$ cat src/rtl/mem_arb.sv
// Single-port memory arbiter sharing one memory port between fetch and data requesters.
// Latency: grant in cycle T, mem_en in T+1, rvalid/rdata in T+1+MEM_LAT, idle again in T+2+MEM_LAT.
// Backpressure: req/gnt handshake; requests are held until granted, grants only issue in IDLE.
module mem_arb #(
  parameter int AW         = 16,
  parameter int DW         = 32,
  parameter int MEM_LAT    = 1,
  parameter int STARVE_MAX = 2
) (
  input  logic          clk,
  input  logic          rst,
  input  logic          if_req,
  input  logic [AW-1:0] if_addr,
  output logic          if_gnt,
  output logic          if_rvalid,
  output logic [DW-1:0] if_rdata,
  input  logic          dm_req,
  input  logic          dm_we,
  input  logic [AW-1:0] dm_addr,
  input  logic [DW-1:0] dm_wdata,
  output logic          dm_gnt,
  output logic          dm_rvalid,
  output logic [DW-1:0] dm_rdata,
  output logic          mem_en,
  output logic          mem_we,
  output logic [AW-1:0] mem_addr,
  output logic [DW-1:0] mem_wdata,
  input  logic [DW-1:0] mem_rdata,
  output logic          busy
);

  // Wait counter holds MEM_LAT-1; keep at least one bit when MEM_LAT is 1.
  localparam int CW = (MEM_LAT > 1) ? $clog2(MEM_LAT) : 1;
  localparam int SW = (STARVE_MAX > 0) ? $clog2(STARVE_MAX + 1) : 1;

  typedef enum logic [1:0] {
    IDLE = 2'd0,
    CMD  = 2'd1,
    WAIT = 2'd2
  } state_t;

  state_t          state_q;
  logic            own_dm_q;   // 1 = data path owns the in-flight transaction
  logic            we_q;
  logic [AW-1:0]   addr_q;
  logic [DW-1:0]   wdata_q;
  logic [CW-1:0]   cnt_q;
  logic [SW-1:0]   starve_q;
  logic [SW-1:0]   starve_d;
  logic            starve_full;
  logic            idle;
  logic            wait_done;

  assign idle        = (state_q == IDLE);
  assign starve_full = (starve_q == SW'(STARVE_MAX));

  // Data has priority unless fetch has been passed over STARVE_MAX times in a row.
  assign if_gnt = idle && if_req && (!dm_req || starve_full);
  assign dm_gnt = idle && dm_req && !(if_req && starve_full);

  assign wait_done = (state_q == WAIT) && (cnt_q == '0);
  assign if_rvalid = wait_done && !own_dm_q;
  assign dm_rvalid = wait_done && own_dm_q;
  assign if_rdata  = if_rvalid ? mem_rdata : '0;
  // Write completions carry no data.
  assign dm_rdata  = (dm_rvalid && !we_q) ? mem_rdata : '0;

  assign mem_en    = (state_q == CMD);
  assign mem_we    = we_q;
  assign mem_addr  = addr_q;
  assign mem_wdata = wdata_q;
  assign busy      = !idle;

  // Starvation counter next value: bump on a data grant that overtakes a waiting fetch.
  always_comb begin
    starve_d = starve_q;
    if (if_gnt) begin
      starve_d = '0;
    end else if (dm_gnt) begin
      if (!if_req)          starve_d = '0;
      else if (!starve_full) starve_d = starve_q + 1'b1;
    end
  end

  // Transaction FSM with latched command registers.
  always_ff @(posedge clk or posedge rst) begin
    if (rst) begin
      state_q  <= IDLE;
      own_dm_q <= 1'b0;
      we_q     <= 1'b0;
      addr_q   <= '0;
      wdata_q  <= '0;
      cnt_q    <= '0;
      starve_q <= '0;
    end else begin
      starve_q <= starve_d;
      case (state_q)
        IDLE: begin
          if (dm_gnt) begin
            own_dm_q <= 1'b1;
            we_q     <= dm_we;
            addr_q   <= dm_addr;
            wdata_q  <= dm_wdata;
            state_q  <= CMD;
          end else if (if_gnt) begin
            own_dm_q <= 1'b0;
            we_q     <= 1'b0;
            addr_q   <= if_addr;
            wdata_q  <= '0;
            state_q  <= CMD;
          end
        end
        CMD: begin
          cnt_q   <= CW'(MEM_LAT - 1);
          state_q <= WAIT;
        end
        WAIT: begin
          if (cnt_q != '0) cnt_q <= cnt_q - 1'b1;
          else             state_q <= IDLE;
        end
        default: state_q <= IDLE;
      endcase
    end
  end

endmodule
$ cat config.mk
export PLATFORM = sky130hd
export DESIGN_NAME = mem_arb
export DESIGN_NICKNAME = d
export VERILOG_FILES = /design/src/rtl/mem_arb.sv
export SDC_FILE = /design/constraint.sdc
export NUM_CORES = 1
export LEC_CHECK = 0
export CAP_MARGIN = 20
export CORE_ASPECT_RATIO = 2
export CORE_UTILIZATION = 36
export CTS_BUF_LIST = sky130_fd_sc_hd__clkbuf_16
export DETAILED_ROUTE_END_ITERATION = 16
export PLACE_DENSITY = 0.84
export REMOVE_ABC_BUFFERS = 1
export SLEW_MARGIN = 20
export SYNTH_ARGS = -nofsm -noshare
export SYNTH_HDL_FRONTEND = slang
export SYNTH_SLANG_ARGS = --single-unit
$ cat constraint.sdc
create_clock -name clk -period 3.5 [get_ports clk]
set_clock_uncertainty 0.1 [all_clocks]
set_input_delay 0.7 -clock clk [delete_from_list [all_inputs] [get_ports clk]]
set_output_delay 0.7 -clock clk [all_outputs]
set_load 0.01 [all_outputs]
==> summary.txt, run 1 <==
Die H - 126 µm
Worst-path clk slew - 0.06 ns
drt wl/cell - 17.4 µm
IO buf count - 219
Yosys warnings - 0
post-layout util - 70.7%
status - complete, no violations
Worst-Skew Late Latency - 0.29 ns
DR vias - 2789
clock buffer depth - 2
GR peak layer - met2
register area share after synthesis - 49.1%
final setup TNS - 0 ns
Final nets - 562
Worst Tran Pin Value - 0.748 ns
Final Hold Vio Count - 0
TritonRoute pass-1 iters - 4
number of H-tree levels - 2
Worst setup SP type - flip-flop
hold depth - 1
CP Depth - 5
most frequent cells in the layout - clkdlybuf4s50_1 (219), and2_1 (64), dfrtp_1 (54), a22o_1 (33)
Rows - 44
max-cap violations - 0
Routed WL - 9600 µm
fin crit share - 87.5%
routability congestion estimate - 0.809
CP max-delay cell - clkdlybuf4s50_1
DP HPWL - 7450 µm
grt met3 use - 3.62%
Arr. time, crit path - 2.26 ns
Vias/cell - 5.04
Root Buffer - clkbuf_16
Power Density - 749 nW/µm²
#FFs+latches synth - 54
I/O pins - 220
Horiz. Die Dim - 63.8 µm
Fmax achieved - 0.326 GHz
Leak Pwr - 2.15 nW
Critical Path RT - 2.70 ns
Top delay family on crit path - buffers and inverters
Final ANT Viol Nets - 0
postcts setup bufs - 0
slowest stage delay, CP - 0.56 ns
CTS buffer count - 5
cells along the critical path - and3b_1 -> and2b_1 -> buf_4 -> and2_1 -> clkdlybuf4s50_1
global-route wire length before repair - 15000 µm
layout cells sized above 1 - 6.94%
Post-Syn Instances - 244
ANT cells - 0
multi-input gate area in the final layout - 1260 µm²
Area Growth Syn to Fin - 88.0%
type of the worst min-delay path - flip-flop to flip-flop
met2 Resource Use GR - 43.4%
1st-iter DRT viols - 133
fill count - 577
global-route usage over all layers - 24.1%
Worst slew margin - 50.0%
Mean Syn Cell Area - 11.3 µm²
CP max FO - 24
Critical path buffers and inverters - 2
Netlist Area Pre-Place - 2750 µm²
initial antenna violation count - 0
RSZ-0062 raised after global routing - false
Die Area - 8020 µm²
Crit Path Class - flip-flop to output pin
fin crit period - 3.06 ns
DRC errors left - 0
VDD IR max - 513 µV
Reg area - 1350 µm²
Core Area - 7320 µm²
synth unique cells - 29
starting density of the core - 37.6%
CTS Hold Buffers Added - 0
pin count of the biggest net entering global routing - 35
Reg2Reg Setup Slack - 1.65 ns
Post-CTS Resized - 0
met1 Use GR - 28.8%
final setup fails - 0
CTS tree - yes
Max Slew Vio Count - 0
most common cell after layout, fill and taps aside - clkdlybuf4s50_1
R2R cell count - 6
vias in the first global route - 2828
Critical Path Sink Type - output pin
CTS Sinks - 54
grt ovf - 0
Yosys cell counts:
library cell	count	area, µm²
a21o_1	1	7.51
a21oi_1	1	5.00
a22o_1	33	289
a311o_1	16	160
and2_1	64	400
and2b_1	3	22.5
and3b_1	1	8.76
and4_1	13	114
and4_2	3	30.0
buf_2	4	20.0
buf_4	2	15.0
buf_6	4	45.0
clkbuf_1	10	37.5
clkbuf_2	1	5.00
dfrtp_1	54	1350
ha_1	1	12.5
inv_1	3	11.3
inv_2	3	11.3
nand2_1	1	3.75
nand2_2	1	6.26
nand3_2	1	10.0
nand4_1	1	6.26
nor2_2	1	6.26
nor2_4	1	11.3
nor3b_1	1	7.51
o21a_1	16	120
o21ai_0	2	10.0
o21ai_4	1	16.3
o2bb2ai_1	1	8.76
layout make-up:
cell class	instances	share of cell area, %
clock buffer	5	2.42
multi-input combinational	163	24.4
clock inverter	3	0.459
timing repair buffer	230	44.0
sequential	54	26.1
tap	92	2.22
inverter	6	0.435
state kept, by name (all words and copies together) (netlist names):
signal / flops
own_dm_q: 1
mem_we: 1
state_q: 2
mem_wdata: 32
mem_addr: 16
starve_q: 2
worst paths after layout:
path	startpoint	end
max reg2reg	state_q[1]	mem_wdata[16]
max	state_q[0]	dm_rdata[7]
max in group asynchronous	rst	starve_q[0]
min reg2reg	starve_q[0]	starve_q[0]
min	starve_q[0]	starve_q[0]
min in group asynchronous	rst	mem_addr[9]
where the power goes:
part           switching, mW  internal [mW]
Combinational          0.944           1.29
Sequential             0.198          0.946
Clock                  0.225          0.268
Total                   1.37           2.51
metrics by stage:
step	hold slack, ns	total power, mW	setup slack [ns]	instances	area, µm²
6_report	0.395	3.87	0.436	553	5170
5_1_grt	0.422	4.11	0.265	553	5170
4_1_cts	0.398	3.90	0.404	553	5170
3_5_place_dp	0.382	3.39	0.572	545	5020
3_3_place_gp	0.372	3.34	0.549	545	5020
2_1_floorplan	0.351	2.12	0.589	223	2630
cell families after synthesis:
group | after synthesis | synth area share (%)
AND/OR/NAND/NOR | 91 | 22.8
AO/OA/AOI/OAI | 71 | 22.4
flip-flops | 54 | 49.1
buffers and inverters | 27 | 5.27
adder cells (fa/ha/maj) | 1 | 0.454
worst reg2reg max path, stage by stage, from the launching register on:
cell and delay [ns]:
dfrtp_1 0.43, nor2_4 0.23, buf_4 0.24, nand3_2 0.11, inv_2 0.11, buf_4 0.34, a22o_1 0.23
per-layer routing:
metal  wire, µm  vias to the layer above
li1           -                     1325
met1       3660                     1329
met2       5240                      122
met3        518                       13
met4        176                        0
met5          0                        -
Note: power is estimated with default switching activity, not from simulation.
==> inputs of run 2 (changes only) <==
- CORE_MARGIN: unset -> 3
==> summary.txt, run 2 (synthesized netlist as in run 1, its figures left out) <==
Min Hold Slack - 0.400 ns
max-cap violations - 0
Final WS setup - 0.326 ns
clock buffer depth - 2
Critical Path Sink Type - output pin
global-route wire length before repair - 15100 µm
post-layout util - 70.2%
final setup fails - 0
Worst slew margin - 50.9%
DR vias - 2786
Arr. time, crit path - 2.37 ns
fin crit period - 3.17 ns
Crit Path Class - flip-flop to output pin
DP HPWL - 7680 µm
I/O pins - 220
max reg flops - 32
type of the worst min-delay path - flip-flop to flip-flop
Fmax achieved - 0.315 GHz
IO buf count - 219
Worst-path clk slew - 0.07 ns
Power Density - 748 nW/µm²
CTS Hold Buffers Added - 0
postcts setup bufs - 0
RSZ-0062 raised after global routing - false
Final ANT Viol Nets - 0
Post-CTS Resized - 0
Horiz. Die Dim - 67.8 µm
Die Area - 8790 µm²
Worst setup SP type - flip-flop
Area Growth Syn to Fin - 86.8%
Placement Setup Slack - 0.484 ns
Worst-Skew Late Latency - 0.29 ns
vias in the first global route - 2871
DRC errors left - 0
Worst Tran Pin Value - 0.736 ns
Rows - 44
Core Area - 7320 µm²
initial antenna violation count - 0
fin crit share - 90.7%
Final Hold Vio Count - 0
CTS buffer count - 5
number of H-tree levels - 2
CP max FO - 32
pin count of the biggest net entering global routing - 55
most common cell after layout, fill and taps aside - clkdlybuf4s50_1
most frequent cells in the layout - clkdlybuf4s50_1 (219), and2_1 (64), dfrtp_1 (54), a22o_1 (33)
TritonRoute pass-1 iters - 4
Vias/cell - 5.07
drt wl/cell - 18.3 µm
Total Power - 3.84 mW
CTS Sinks - 54
final setup TNS - 0 ns
Critical Path RT - 2.70 ns
layout cells sized above 1 - 5.91%
Max Slew Vio Count - 0
Root Buffer - clkbuf_16
Die H - 130 µm
starting density of the core - 37.6%
Leak Pwr - 2.13 nW
1st-iter DRT viols - 159
CTS tree - yes
routability congestion estimate - 0.824
ANT cells - 0
status - complete, no violations
Final nets - 558
Routed WL - 10100 µm
grt ovf - 0
VDD IR max - 509 µV
global-route usage over all layers - 22.8%
[run 2: path summary, 6_finish.rpt]
check | start | end | slack (ns) | depth (start not counted)
min in group asynchronous | rst | mem_wdata[20] | 0.81 | 3
min reg2reg | mem_wdata[29] | mem_wdata[29] | 0.40 | 1
max reg2reg | state_q[1] | mem_addr[9] | 1.67 | 4
max in group asynchronous | rst | mem_wdata[3] | 2.06 | 3
max | state_q[0] | dm_rdata[9] | 0.33 | 4
min | mem_wdata[29] | mem_wdata[29] | 0.40 | 1
[run 2: layer usage]
metal | global-route usage, % | wire, µm | part of all wire [%] | vias to the layer above
met1 | 25.8 | 3610 | 36 | 1308
met2 | 39.1 | 5340 | 53 | 135
li1 | - | - | - | 1317
met4 | 11.5 | 389 | 3.9 | 0
met3 | 4.86 | 713 | 7.1 | 26
met5 | 0 | 0 | 0 | -
[run 2: final cells by class]
class                      instances  area [µm²]
fill                             567        2180
clock inverter                     3        21.3
multi-input combinational        163        1260
sequential                        54        1350
inverter                           6        22.5
timing repair buffer             226        2240
clock buffer                       5         125
tap                               92         115
[run 2: stage by stage]
stage,cell area (µm²),cells
after floorplan,2630,223
final,5140,549
after detailed placement,4990,541
after global placement,4990,541
after global routing,5140,549
after CTS,5140,549
[run 2: critical path: stages, from the launching register on]
cell and delay, ns:
dfrtp_1 0.44, and3b_1 0.25, and2b_1 0.61, and2_1 0.24, clkdlybuf4s50_1 0.54
[run 2: report_power, final]
group          total [mW]  internal (mW)  switching (mW)
Sequential           1.15          0.946           0.200
Clock               0.485          0.265           0.220
Combinational        2.21           1.27           0.939
==> inputs of run 3 (changes only) <==
- CTS_CLUSTER_DIAMETER: unset -> 150
- RECOVER_POWER: unset -> 25
==> summary.txt, run 3 (synthesized netlist as in run 1, its figures left out) <==
Area Growth Syn to Fin - 86.7%
cells along the critical path - and3b_1 -> and2b_1 -> and2_1 -> clkdlybuf4s50_1
postcts setup bufs - 0
fin crit share - 90.7%
initial antenna violation count - 0
post-layout util - 70.2%
Worst Tran Pin Value - 1.30 ns
starting density of the core - 37.6%
1st-iter DRT viols - 159
vias in the first global route - 2871
CTS Sinks - 54
reg-to-reg critical path startpoint - state_q[1]
I/O pins - 220
Reg2Reg Setup Slack - 1.67 ns
Fmax achieved - 0.315 GHz
R2R Path End - mem_addr[4]
ANT cells - 0
R2R cell count - 4
Critical path buffers and inverters - 1
Leak Pwr - 2.13 nW
DRC errors left - 0
CTS tree - yes
number of H-tree levels - 2
Rows - 44
max reg flops - 32
global-route wire length before repair - 15100 µm
DR vias - 2789
Power Density - 747 nW/µm²
max-cap violations - 0
Final nets - 558
Die Area - 8790 µm²
drt wl/cell - 18.3 µm
Max Slew Vio Count - 0
CTS buffer count - 5
most frequent cells in the layout - clkdlybuf4s50_1 (217), and2_1 (64), dfrtp_1 (54), a22o_1 (33)
Placed Instance Area - 4990 µm²
CP max-delay cell - and2b_1
Final Hold Vio Count - 0
Final ANT Viol Nets - 0
Post-CTS Resized - 0
final setup fails - 0
VDD IR max - 509 µV
Horiz. Die Dim - 67.8 µm
hold depth - 1
TritonRoute pass-1 iters - 4
pin count of the biggest net entering global routing - 55
most common cell after layout, fill and taps aside - clkdlybuf4s50_1
Arr. time, crit path - 2.37 ns
Routed WL - 10100 µm
HP Start - mem_wdata[29]
status - complete, no violations
slowest stage delay, CP - 0.61 ns
DP HPWL - 7680 µm
Core Area - 7320 µm²
layout cells sized above 1 - 5.69%
IO buf count - 219
CTS Hold Buffers Added - 0
hold worst-path end - mem_wdata[29]
type of the worst min-delay path - flip-flop to flip-flop
Worst-Skew Late Latency - 0.29 ns
Top delay family on crit path - simple AND/OR/NAND/NOR gates
Vias/cell - 5.08
clock buffer depth - 2
Final Cell Area - 5140 µm²
Root Buffer - clkbuf_16
Worst-path clk slew - 0.07 ns
Worst slew margin - 13.4%
Critical Path RT - 2.70 ns
fin crit period - 3.17 ns
Worst setup SP type - flip-flop
CP max FO - 32
Die H - 130 µm
Crit Path Class - flip-flop to output pin
routability congestion estimate - 0.824
grt ovf - 0
Critical Path Sink Type - output pin
fill count - 567
global-route usage over all layers - 22.8%
final setup TNS - 0 ns
RSZ-0062 raised after global routing - false
run 3: changes by cell type in the layout (fill, tap and decap cells not counted), sizes merged:
| cell | previous run | this run |
|---|---|---|
| buf | 7 | 6 |
| clkbuf | 5 | 6 |
| clkdlybuf4s50 | 219 | 217 |
| clkinv | 3 | 4 |
| dlygate4sd3 | 0 | 2 |
| inv | 6 | 5 |
run 3: metrics by stage:
stage,total power [mW],cells,setup slack (ns),hold WS (ns)
floorplan,2.12,223,0.589,0.351
global placement,3.33,541,0.473,0.370
detailed placement,3.39,541,0.484,0.382
CTS,3.89,549,0.281,0.405
global route,4.08,549,0.144,0.420
finish,3.84,549,0.326,0.400
run 3: how the worst max path moves through the flow:
stage | start | endpoint | slack, ns | depth (start not counted)
after detailed placement | dm_req | dm_gnt | 0.48 | 4
final | state_q[0] | dm_rdata[9] | 0.33 | 4
after CTS | state_q[0] | dm_rdata[10] | 0.28 | 4
after global placement | dm_req | dm_gnt | 0.47 | 4
after floorplan | state_q[0] | if_rdata[0] | 0.59 | 2
after global routing | state_q[0] | dm_rdata[10] | 0.14 | 4
run 3: layout make-up:
class                   count  area, µm²  area share (%)
repair buffers            226       2240            43.6
clock buffers               5        125            2.43
well taps                  92        115            2.24
flip-flops and latches     54       1350            26.3
clock inverters             3       21.3           0.414
multi-input cells         163       1260            24.5
inverters                   6       22.5           0.438
run 3: metal layers:
layer / track usage, % / up-vias / share of wire, %
met3: 4.86 / 26 / 7.0
met1: 25.8 / 1310 / 36
li1: - / 1317 / -
met5: 0 / - / 0
met2: 39.1 / 136 / 53
met4: 11.5 / 0 / 3.9
run 3: worst reg2reg max path: cells and delay by family, from the launching register on:
kind	cells	cell delay (ns)
flip-flops	1	0.43
AND/OR/NAND/NOR	1	0.42
AO/OA/AOI/OAI	2	0.51
buffers and inverters	1	0.26
run 3: where the power goes:
| part | internal (mW) | switching (mW) | total [mW] |
|---|---|---|---|
| sequential | 0.946 | 0.200 | 1.15 |
| clock | 0.265 | 0.220 | 0.485 |
| combinational | 1.27 | 0.939 | 2.21 |
| total | 2.48 | 1.36 | 3.84 |
